**config.mk**
```make
export PLATFORM = sky130hd
export DESIGN_NAME = seg_disp
export DESIGN_NICKNAME = d
export VERILOG_FILES = /design/src/rtl/seg_disp.sv
export SDC_FILE = /design/constraint.sdc
export NUM_CORES = 1
export LEC_CHECK = 0
export BUFFER_PORTS_ARGS = -buffer_cell sky130_fd_sc_hd__buf_2
export CORE_MARGIN = 10
export CORE_UTILIZATION = 25
export CTS_BUF_LIST = sky130_fd_sc_hd__clkbuf_8
export DETAILED_ROUTE_END_ITERATION = 8
export SLEW_MARGIN = 5
export SYNTH_ARGS = -nofsm -noshare
export SYNTH_HDL_FRONTEND = slang
export SYNTH_SLANG_ARGS = --single-unit
```
**constraint.sdc**
```tcl
create_clock -name clk -period 11.9 [get_ports clk]
set_input_delay 2.38 -clock clk [delete_from_list [all_inputs] [get_ports clk]]
set_output_delay 2.38 -clock clk [all_outputs]
set_load 0.05 [all_outputs]
```
**src/rtl/seg_disp.sv**
```systemverilog
//  +------------------------------------------------------------------------+
//  | Module   : seg_disp                                                    |
//  | Purpose  : Multi-digit seven-segment display driver. Latches a hex     |
//  |            value with per-digit decimal point and blink masks, decodes |
//  |            0-F, optionally blanks leading zeros, and drives registered |
//  |            active-low segment patterns for every digit.                |
//  | Ports    : clk, rst (async, active-high)                               |
//  |            i_load    - capture strobe for the i_* fields               |
//  |            i_value   - 4*DIGITS hex nibbles, digit 0 least significant |
//  |            i_dp      - decimal point enable per digit                  |
//  |            i_blink   - blink enable per digit                          |
//  |            i_lz_en   - leading-zero suppression enable                 |
//  |            o_seg     - 8*DIGITS active-low segments {a..g,dp}/digit    |
//  |            o_phase   - blink phase (1 = blinking digits dark)          |
//  |            o_an, o_scan_seg - multiplexed scan outputs, only present   |
//  |            when SEG_DISP_SCAN_EN is defined                            |
//  | Options  : `define SEG_DISP_SCAN_EN to add the scan outputs            |
//  | Revision : 1.0 - initial release                                       |
//  +------------------------------------------------------------------------+
`default_nettype none

module seg_disp #(
  parameter int DIGITS    = 8,
  parameter int BLINK_DIV = 24,
  parameter int SCAN_DIV  = 16
) (
  input  logic                  clk,
  input  logic                  rst,
  input  logic                  i_load,
  input  logic [4*DIGITS-1:0]   i_value,
  input  logic [DIGITS-1:0]     i_dp,
  input  logic [DIGITS-1:0]     i_blink,
  input  logic                  i_lz_en,
  output logic [8*DIGITS-1:0]   o_seg,
`ifdef SEG_DISP_SCAN_EN
  output logic [DIGITS-1:0]     o_an,
  output logic [7:0]            o_scan_seg,
`endif
  output logic                  o_phase
);

  logic [4*DIGITS-1:0]  r_value;
  logic [DIGITS-1:0]    r_dp;
  logic [DIGITS-1:0]    r_blink;
  logic                 r_lz;
  logic [BLINK_DIV-1:0] r_blink_cnt;
  logic [8*DIGITS-1:0]  w_seg_next;

  // Active-high pattern, bit7 = a .. bit1 = g, bit0 = dp (left clear here).
  function automatic logic [7:0] f_decode(input logic [3:0] nib);
    logic [7:0] pat;
    case (nib)
      4'h0: pat = 8'hFC;  4'h1: pat = 8'h60;  4'h2: pat = 8'hDA;  4'h3: pat = 8'hF2;
      4'h4: pat = 8'h66;  4'h5: pat = 8'hB6;  4'h6: pat = 8'hBE;  4'h7: pat = 8'hE0;
      4'h8: pat = 8'hFE;  4'h9: pat = 8'hF6;  4'hA: pat = 8'hEE;  4'hB: pat = 8'h3E;
      4'hC: pat = 8'h9C;  4'hD: pat = 8'h7A;  4'hE: pat = 8'h9E;  default: pat = 8'h8E;
    endcase
    return pat;
  endfunction

  // Capture registers and blink counter; a load restarts the blink period.
  always_ff @(posedge clk or posedge rst) begin
    if (rst) begin
      r_value     <= '0;
      r_dp        <= '0;
      r_blink     <= '0;
      r_lz        <= 1'b0;
      r_blink_cnt <= '0;
    end else begin
      if (i_load) begin
        r_value     <= i_value;
        r_dp        <= i_dp;
        r_blink     <= i_blink;
        r_lz        <= i_lz_en;
        r_blink_cnt <= '0;
      end else begin
        r_blink_cnt <= r_blink_cnt + 1'b1;
      end
    end
  end

  assign o_phase = r_blink_cnt[BLINK_DIV-1];

  // Next segment image. w_run stays high while every digit from the top
  // down to the current one is a blank zero; digit 0 is always shown.
  always_comb begin
    logic w_run;
    logic [7:0] w_pat;
    w_run      = r_lz;
    w_pat      = 8'h00;
    w_seg_next = '1;
    for (int k = DIGITS - 1; k >= 0; k--) begin
      w_run = w_run && (r_value[4*k +: 4] == 4'h0) && !r_dp[k];
      w_pat = f_decode(r_value[4*k +: 4]) | {7'b0, r_dp[k]};
      if (o_phase && r_blink[k]) begin
        w_seg_next[8*k +: 8] = 8'hFF;
      end else if (w_run && (k != 0)) begin
        w_seg_next[8*k +: 8] = 8'hFF;
      end else begin
        w_seg_next[8*k +: 8] = ~w_pat;
      end
    end
  end

  always_ff @(posedge clk or posedge rst) begin
    if (rst) begin
      o_seg <= '1;
    end else begin
      o_seg <= w_seg_next;
    end
  end

`ifdef SEG_DISP_SCAN_EN
  localparam int c_IDX_W = (DIGITS > 1) ? $clog2(DIGITS) : 1;

  logic [SCAN_DIV-1:0] r_scan_cnt;
  logic [c_IDX_W-1:0]  r_idx;
  logic [c_IDX_W-1:0]  w_idx_next;

  // The index moves when the prescaler wraps; loads do not touch it.
  always_comb begin
    w_idx_next = r_idx;
    if (&r_scan_cnt) begin
      w_idx_next = (r_idx == c_IDX_W'(DIGITS - 1)) ? '0 : r_idx + 1'b1;
    end
  end

  // o_scan_seg is loaded with the slice the new index selects, so it
  // always matches the o_seg slice chosen by o_an in the same cycle.
  always_ff @(posedge clk or posedge rst) begin
    if (rst) begin
      r_scan_cnt <= '0;
      r_idx      <= '0;
      o_scan_seg <= 8'hFF;
    end else begin
      r_scan_cnt <= r_scan_cnt + 1'b1;
      r_idx      <= w_idx_next;
      o_scan_seg <= w_seg_next[8*w_idx_next +: 8];
    end
  end

  assign o_an = ~(DIGITS'(1) << r_idx);
`endif

endmodule

`default_nettype wire

```
==> Word level (Yosys, flattened, before mapping) <==
Memories as Yosys holds them, arrays and structs flattened.
Cells that the tools add are included.
{ "totals": {"output_inout_bits": 65, "n_memories": 8, "in_bits": 52, "regBits": 137, "wordCells": 83, "romBits": 896} }
{ "op_classes": {"reduce_logical": 36, "bitwise_logic": 16, "addsub": 1, "n_mux": 16} }
{ "mem_list": {"columns": ["memory", "words", "width", "rd", "rd_ports_with_merged_regs", "wr", "line_no", "source"], "rows": [
  ["(name not given)", 16, 7, 1, 0, 0, "52", "case (nib)"],
  ["(name not given)", 16, 7, 1, 0, 0, "52", null],
  ["(name not given)", 16, 7, 1, 0, 0, "52", null],
  ["(name not given)", 16, 7, 1, 0, 0, "52", null],
  ["(name not given)", 16, 7, 1, 0, 0, "52", null],
  ["(name not given)", 16, 7, 1, 0, 0, "52", null],
  ["+2 memories", null, null, null, null, null, null, null]
]} }
{ "ops": {"columns": ["operator", "n"], "rows": [
  ["$mux 8", 15],
  ["$not 8->8", 8],
  ["$or 8x1->8", 8],
  ["$logic_not 4->1", 7],
  ["$add 24x1->24 const B", 1],
  ["$mux 24", 1],
  ["$logic_and 1x1->1", 22],
  ["$logic_not 1->1", 7]
]} }

==> Logic depth before layout (Yosys ltp) <==
Gate-level depths: netlist (run 1).
{ "logic_depth": {"depth_word": 17, "depth_mapped": 6} }

==> Worst setup path before layout (run 1) <==
OpenSTA, ideal clock, no wires.
{ "synth_path": {"path_kind": "input to register", "start": "input i_load", "end": "register r_blink[1]", "path_stages": 3, "setup_slack_ns": 8.456, "setup_ns": 0.125, "arrival_time_ns": 3.319, "cell_sequence": "clkbuf_1 > clkbuf_1 > mux2_2"} }
{ "synth_rtl": {"columns": ["element", "line_no", "source"], "rows": [
  ["start: declaration", "29", "input logic i_load,"],
  ["end signal: assignment", "73", "r_blink <= i_blink;"],
  ["end: declaration", "44", "logic [DIGITS-1:0] r_blink;"]
]} }
No word-level cell between the ends.

==> Worst setup path in the final report (run 1) <==
{ "layout_path": {"start": "register r_blink_cnt[23]", "end": "output o_phase"} }
{ "layout_rtl": {"columns": ["element", "line_no", "source"], "rows": [
  ["start: declaration", "46", "logic [BLINK_DIV-1:0] r_blink_cnt;"],
  ["start signal: assignment", "77", "r_blink_cnt <= r_blink_cnt + 1'b1;"],
  ["end: declaration", "39", "output logic o_phase"]
]} }
No word-level cell between the ends.

==> results of run 1 <==
==> per-stage QoR <==
stage                     std cells  setup slack (ns)  hold slack (ns)   power, W  utilization
after global placement         1079             7.961           0.3795  0.0008783       0.2876
final                          1111             7.947           0.3960   0.001234       0.3013
after floorplan                 652             5.958           0.3681  0.0008067            -
after global routing           1111             7.856           0.4139   0.001307       0.3013
after detailed placement       1079             7.943           0.3880  0.0008812       0.2876
after CTS                      1111             7.906           0.3995   0.001258       0.3013
==> flip-flops by register name, summed over array words and instances, names as in the netlist <==
signal	flops
o_seg	64
r_blink	8
r_blink_cnt	24
r_dp	8
r_lz	1
r_value	32
==> power groups by stage <==
stage	Clock, W	Combinational, W	Sequential (W)
2_1_floorplan	0	0.000116	0.000690
3_3_place_gp	0	0.000293	0.000585
3_5_place_dp	0	0.000296	0.000586
4_1_cts	0.000385	0.000296	0.000577
5_1_grt	0.000405	0.000317	0.000585
6_report	0.000366	0.000291	0.000576
==> logic make-up (layout without fill, tap and decap cells) <==
family,Yosys count,in the layout,synth area share
AND/OR/NAND/NOR,225,225,0.1669
flip-flops,137,137,0.5126
AO/OA/AOI/OAI,132,132,0.1282
buffers and inverters,68,186,0.03784
adder cells (fa/ha/maj),40,40,0.07313
multiplexers,37,37,0.06472
XOR/XNOR,13,13,0.01664
==> final cells by class <==
class	count	share of cell area
flip-flops and latches	137	0.4321
clock inverters	14	0.01495
repair buffers	118	0.07366
well taps	341	0.05255
multi-input cells	447	0.3789
clock buffers	18	0.03051
inverters	36	0.01726
==> synth_stat cells (14+ instances only) <==
| master | n | area share |
|---|---|---|
| dfrtp_1 | 73 | 0.27 |
| o21ai_0 | 43 | 0.031 |
| nand3_1 | 18 | 0.013 |
| o211ai_1 | 26 | 0.029 |
| nor2_1 | 42 | 0.023 |
| nand2b_1 | 17 | 0.016 |
| o311ai_0 | 14 | 0.018 |
| dfstp_2 | 64 | 0.25 |
| ha_1 | 40 | 0.073 |
| inv_1 | 36 | 0.020 |
| nand2_1 | 82 | 0.045 |
| clkbuf_1 | 27 | 0.015 |
| a21oi_1 | 19 | 0.014 |
| mux2_2 | 28 | 0.046 |
==> routing by layer <==
layer	routed length, um	up-vias	GRT usage
met2	7924	108	0.1616
met1	8121	2477	0.1291
met3	1107	14	0.03412
met5	27	-	0
met4	142	4	0.02731
li1	-	2505	-
==> worst min-delay path by stage <==
stage	to	slack, ns	start
floorplan	o_seg[0]$_DFF_PP1_	0.37	r_dp[0]$_DFFE_PP0P_
global placement	o_seg[0]$_DFF_PP1_	0.38	r_dp[0]$_DFFE_PP0P_
detailed placement	o_seg[0]$_DFF_PP1_	0.39	r_dp[0]$_DFFE_PP0P_
CTS	o_seg[0]$_DFF_PP1_	0.40	r_dp[0]$_DFFE_PP0P_
global route	o_seg[0]$_DFF_PP1_	0.41	r_dp[0]$_DFFE_PP0P_
finish	o_seg[0]$_DFF_PP1_	0.40	r_dp[0]$_DFFE_PP0P_
==> reports/metrics.yaml, run 1 <==
sw_frac_of_total: 0.3572
critPathTopFamily: "flip-flops"
max_freq_ghz: 0.2530
finalCritPeriodShare: 0.3322
worst_pin_slew_ns: 0.8724
ys_seq_area_frac: 0.5126
cts_setup_buffers: 0
p_per_area_nw_per_um2: 151.9
seqCellArea_sq_um: 3508
r2r_end: "o_seg[42]$_DFF_PP1_"
fp.dieW_um: 185.5
path_depth: 1
synth-main-ff-cell: "dfrtp_1"
firstDrtPassIters: 5
setup_violations: 0
drc: 0
drive_gt1_frac: 0.3338
drt-wirelength-per-cell_um: 15.59
async_flop_share: 1.000
crit_type: "flip-flop to primary output"
ys_types: 48
synth_area_sq_um: 6844
crit_chain: "buf_2"
dp_hpwl_um: 12750
clockRootBuffer: "clkbuf_8"
startpoint: "r_blink_cnt[23]$_DFF_PP0_"
intPower_w: 0.0007930
synth_edf_count: 0
rsz0062_at_grt: "false"
grtUsageTotal: 0.1018
cts_max_path_buffers: 2
fp-row-count: 60
hold_viol: 0
p_leak_nw: 3.605
cts_tree: "done"
crit_slowest_cell: "dfrtp_1"
sequentialPowerShare: 0.467
startpoint_type: "flip-flop"
postCtsHoldBufs: 0
grt_pass1_wl_um: 27660
clk_latency_ns: 0.45
cp.buffers_inverters: 1
diodes: 0
core_sq_um: 26950
grt_pass1_vias: 5202
start_util: 0.2539
ir_drop_mv: 0.05633
place_congestion: 0.8359
mostFrequentLayoutCell: "buf_2"
drt_iter0_markers: 389
maxSlewViolCount: 0
switching_power_w: 0.0004406
finalWirelength_um: 17320
slew_headroom: 0.4184
place.port_buffers: 116
holdPathStages: 1
reg2reg_from: "r_value[21]$_DFFE_PP0P_"
cp.required_ns: 9.52
slowest_delay_ns: 0.74
period_needed_ns: 3.953
clock-sinks: 137
p_clk_frac: 0.297
status: "completed"
syn_avg_cell_area_sq_um: 10.50
fp.dieH_um: 185.5
critical_path_arrival_ns: 1.57
clkTransAtPathRegs_ns: 0.09
cp-end-kind: "primary output"
via_per_inst: 4.598
syn_inst: 652
critPathMaxFanout: 13
io_pins: 117
fin_skew_ns: 0.01755
grt_max_degree: 73
fill_cells: 2820
hold_path.class: "flip-flop to flip-flop"
pwr-share-comb: 0.236
num_vias: 5108
antenna_found_initial: 2
synthesis.nets: 744
htreeDepth: 4
area_growth_pct: 18.63
ant_nets: 0
cts_resized: 0
cap_viol_max_count: 0
final_cell_mix: "buf_2, nand2_1, dfrtp_1"
place_area_sq_um: 7750
fin_tns_setup_ns: 0
reg2reg_slack_ns: 9.47
multiInputGateArea_sq_um: 3077
cts_made_buffers: 17
dieArea_sq_um: 34390
grt-ovfl-total: 0
ys_ff_latch: 137
fin_nets: 849
endpoint: "o_phase"
design_area_sq_um: 8119
yosysWarningCount: 0
r2r_cells: 6
Power figures use the tool's default switching activity.
==> run 2: changes to the inputs <==
- clock period: 11.9 -> 3.7 ns (I/O delays scaled with it)
==> reports/metrics.yaml, run 2 (same netlist as run 1, synthesis figures left out) <==
status: "completed"
startpoint_type: "flip-flop"
pwr-share-comb: 0.236
intPower_w: 0.002511
fp-row-count: 60
area_growth_pct: 19.10
r2r_end: "o_seg[22]$_DFF_PP1_"
cp.required_ns: 4.08
crit_type: "flip-flop to flip-flop"
num_vias: 5129
io_pins: 117
fin_skew_ns: 0.01091
cts_made_buffers: 17
period_needed_ns: 2.501
critPathMaxFanout: 7
p_clk_frac: 0.299
dp_hpwl_um: 12670
max_freq_ghz: 0.3998
worst_pin_slew_ns: 0.9216
switching_power_w: 0.001481
reg2reg_from: "r_value[21]$_DFFE_PP0P_"
clk_latency_ns: 0.44
maxSlewViolCount: 0
cp_common_cell: "nor4b_1"
crit_chain: "inv_1, ha_1, nor4b_1, nor4b_1, nand4_1, nand2_1"
clockRootBuffer: "clkbuf_8"
ant_nets: 0
place_congestion: 0.8072
start_util: 0.2539
hold_viol: 0
sw_frac_of_total: 0.3709
postCtsHoldBufs: 0
drive_gt1_frac: 0.3368
fin_tns_setup_ns: 0
setup_violations: 0
antenna_found_initial: 1
htreeDepth: 4
cts_setup_buffers: 0
cts_max_path_buffers: 2
cts_tree: "done"
reg.largest.list: "o_seg (64), r_value (32), r_blink_cnt (24)"
startpoint: "r_value[21]$_DFFE_PP0P_"
ir_drop_mv: 0.1805
p_per_area_nw_per_um2: 489.7
fin_nets: 851
grt-ovfl-total: 0
finalCritPeriodShare: 0.6760
largest_reg_flops: 64
whs_ns: 0.4004
finalWirelength_um: 17330
hold_path.class: "primary input to async pin"
endpoint: "o_seg[22]$_DFF_PP1_"
fp.dieW_um: 185.5
diodes: 0
fp.dieH_um: 185.5
grt_pass1_wl_um: 27900
clock-sinks: 137
drc: 0
grt_pass1_vias: 5147
sequentialPowerShare: 0.465
final_cell_mix: "buf_2, nand2_1, dfrtp_1"
firstDrtPassIters: 5
place.port_buffers: 116
core_sq_um: 26950
mostFrequentLayoutCell: "buf_2"
regMostFlops: "o_seg"
crit_slowest_cell: "nor4b_1"
r2r_cells: 6
grt_max_degree: 138
cts_resized: 0
critPathTopFamily: "simple AND/OR/NAND/NOR gates"
rsz0062_at_grt: "false"
drt-wirelength-per-cell_um: 15.57
via_per_inst: 4.608
clkTransAtPathRegs_ns: 0.09
grtUsageTotal: 0.1016
cp.buffers_inverters: 1
dieArea_sq_um: 34390
drt_iter0_markers: 524
slowest_delay_ns: 0.56
reg2reg_slack_ns: 1.20
slew_headroom: 0.3856
power_w: 0.003992
critical_path_arrival_ns: 2.88
path_depth: 6
cp-end-kind: "flip-flop"
p_leak_nw: 3.604
cap_viol_max_count: 0
[run 2: cell count changes in the layout (fill, tap and decap cells not counted), sizes merged]
cell and change:
buf +2, bufinv -1, clkinv -4, clkinvlp +3, inv +2
[run 2: how the worst min path moves through the flow]
| stage | startpoint | endpoint | slack, ns | cells past startpoint |
|---|---|---|---|---|
| 2_1_floorplan | r_dp[0]$_DFFE_PP0P_ | o_seg[0]$_DFF_PP1_ | 0.37 | 1 |
| 3_3_place_gp | r_dp[0]$_DFFE_PP0P_ | o_seg[0]$_DFF_PP1_ | 0.38 | 1 |
| 3_5_place_dp | r_dp[0]$_DFFE_PP0P_ | o_seg[0]$_DFF_PP1_ | 0.39 | 1 |
| 4_1_cts | r_dp[0]$_DFFE_PP0P_ | o_seg[0]$_DFF_PP1_ | 0.41 | 1 |
| 5_1_grt | r_dp[0]$_DFFE_PP0P_ | o_seg[0]$_DFF_PP1_ | 0.44 | 1 |
| 6_report | rst | r_dp[0]$_DFFE_PP0P_ | 0.40 | 3 |
[run 2: through the flow]
step | instance area [sq um] | util | worst slack, ns | std cells
3_3_place_gp | 7776 | 0.2885 | 1.310 | 1081
5_1_grt | 8152 | 0.3025 | 1.004 | 1113
2_1_floorplan | 6848 | - | 1.305 | 652
4_1_cts | 8152 | 0.3025 | 1.202 | 1113
6_report | 8152 | 0.3025 | 1.199 | 1113
3_5_place_dp | 7776 | 0.2885 | 1.195 | 1081
[run 2: per-layer routing]
layer / wire, um / up-vias / track usage
li1: - / 2506 / -
met2: 8104 / 124 / 0.1621
met3: 1133 / 12 / 0.03022
met1: 7971 / 2485 / 0.1321
met5: 11 / - / 0
met4: 112 / 2 / 0.02341
[run 2: worst reg2reg max path: cells and delay by family, from the launching register on]
family / cells / cell delay [ns]
simple gates: 4 / 1.63
buf+inv: 1 / 0.16
flops: 1 / 0.42
fa+ha+maj: 1 / 0.21
[run 2: area by class of cell]
| class | instances | area (sq um) |
|---|---|---|
| flip-flops and latches | 137 | 3508 |
| clock inverters | 14 | 127.6 |
| repair buffers | 120 | 625.6 |
| clock buffers | 18 | 247.7 |
| multi-input cells | 447 | 3077 |
| well taps | 341 | 426.7 |
| inverters | 36 | 138.9 |
| fillers | 2793 | 18800 |
[run 2: power groups by stage]
stage | registers, W | clock network (W) | logic, W
after CTS | 0.00186 | 0.00125 | 0.000960
after global routing | 0.00188 | 0.00132 | 0.00102
after global placement | 0.00188 | 0 | 0.000951
after floorplan | 0.00222 | 0 | 0.000374
after detailed placement | 0.00189 | 0 | 0.000957
final | 0.00186 | 0.00119 | 0.000943
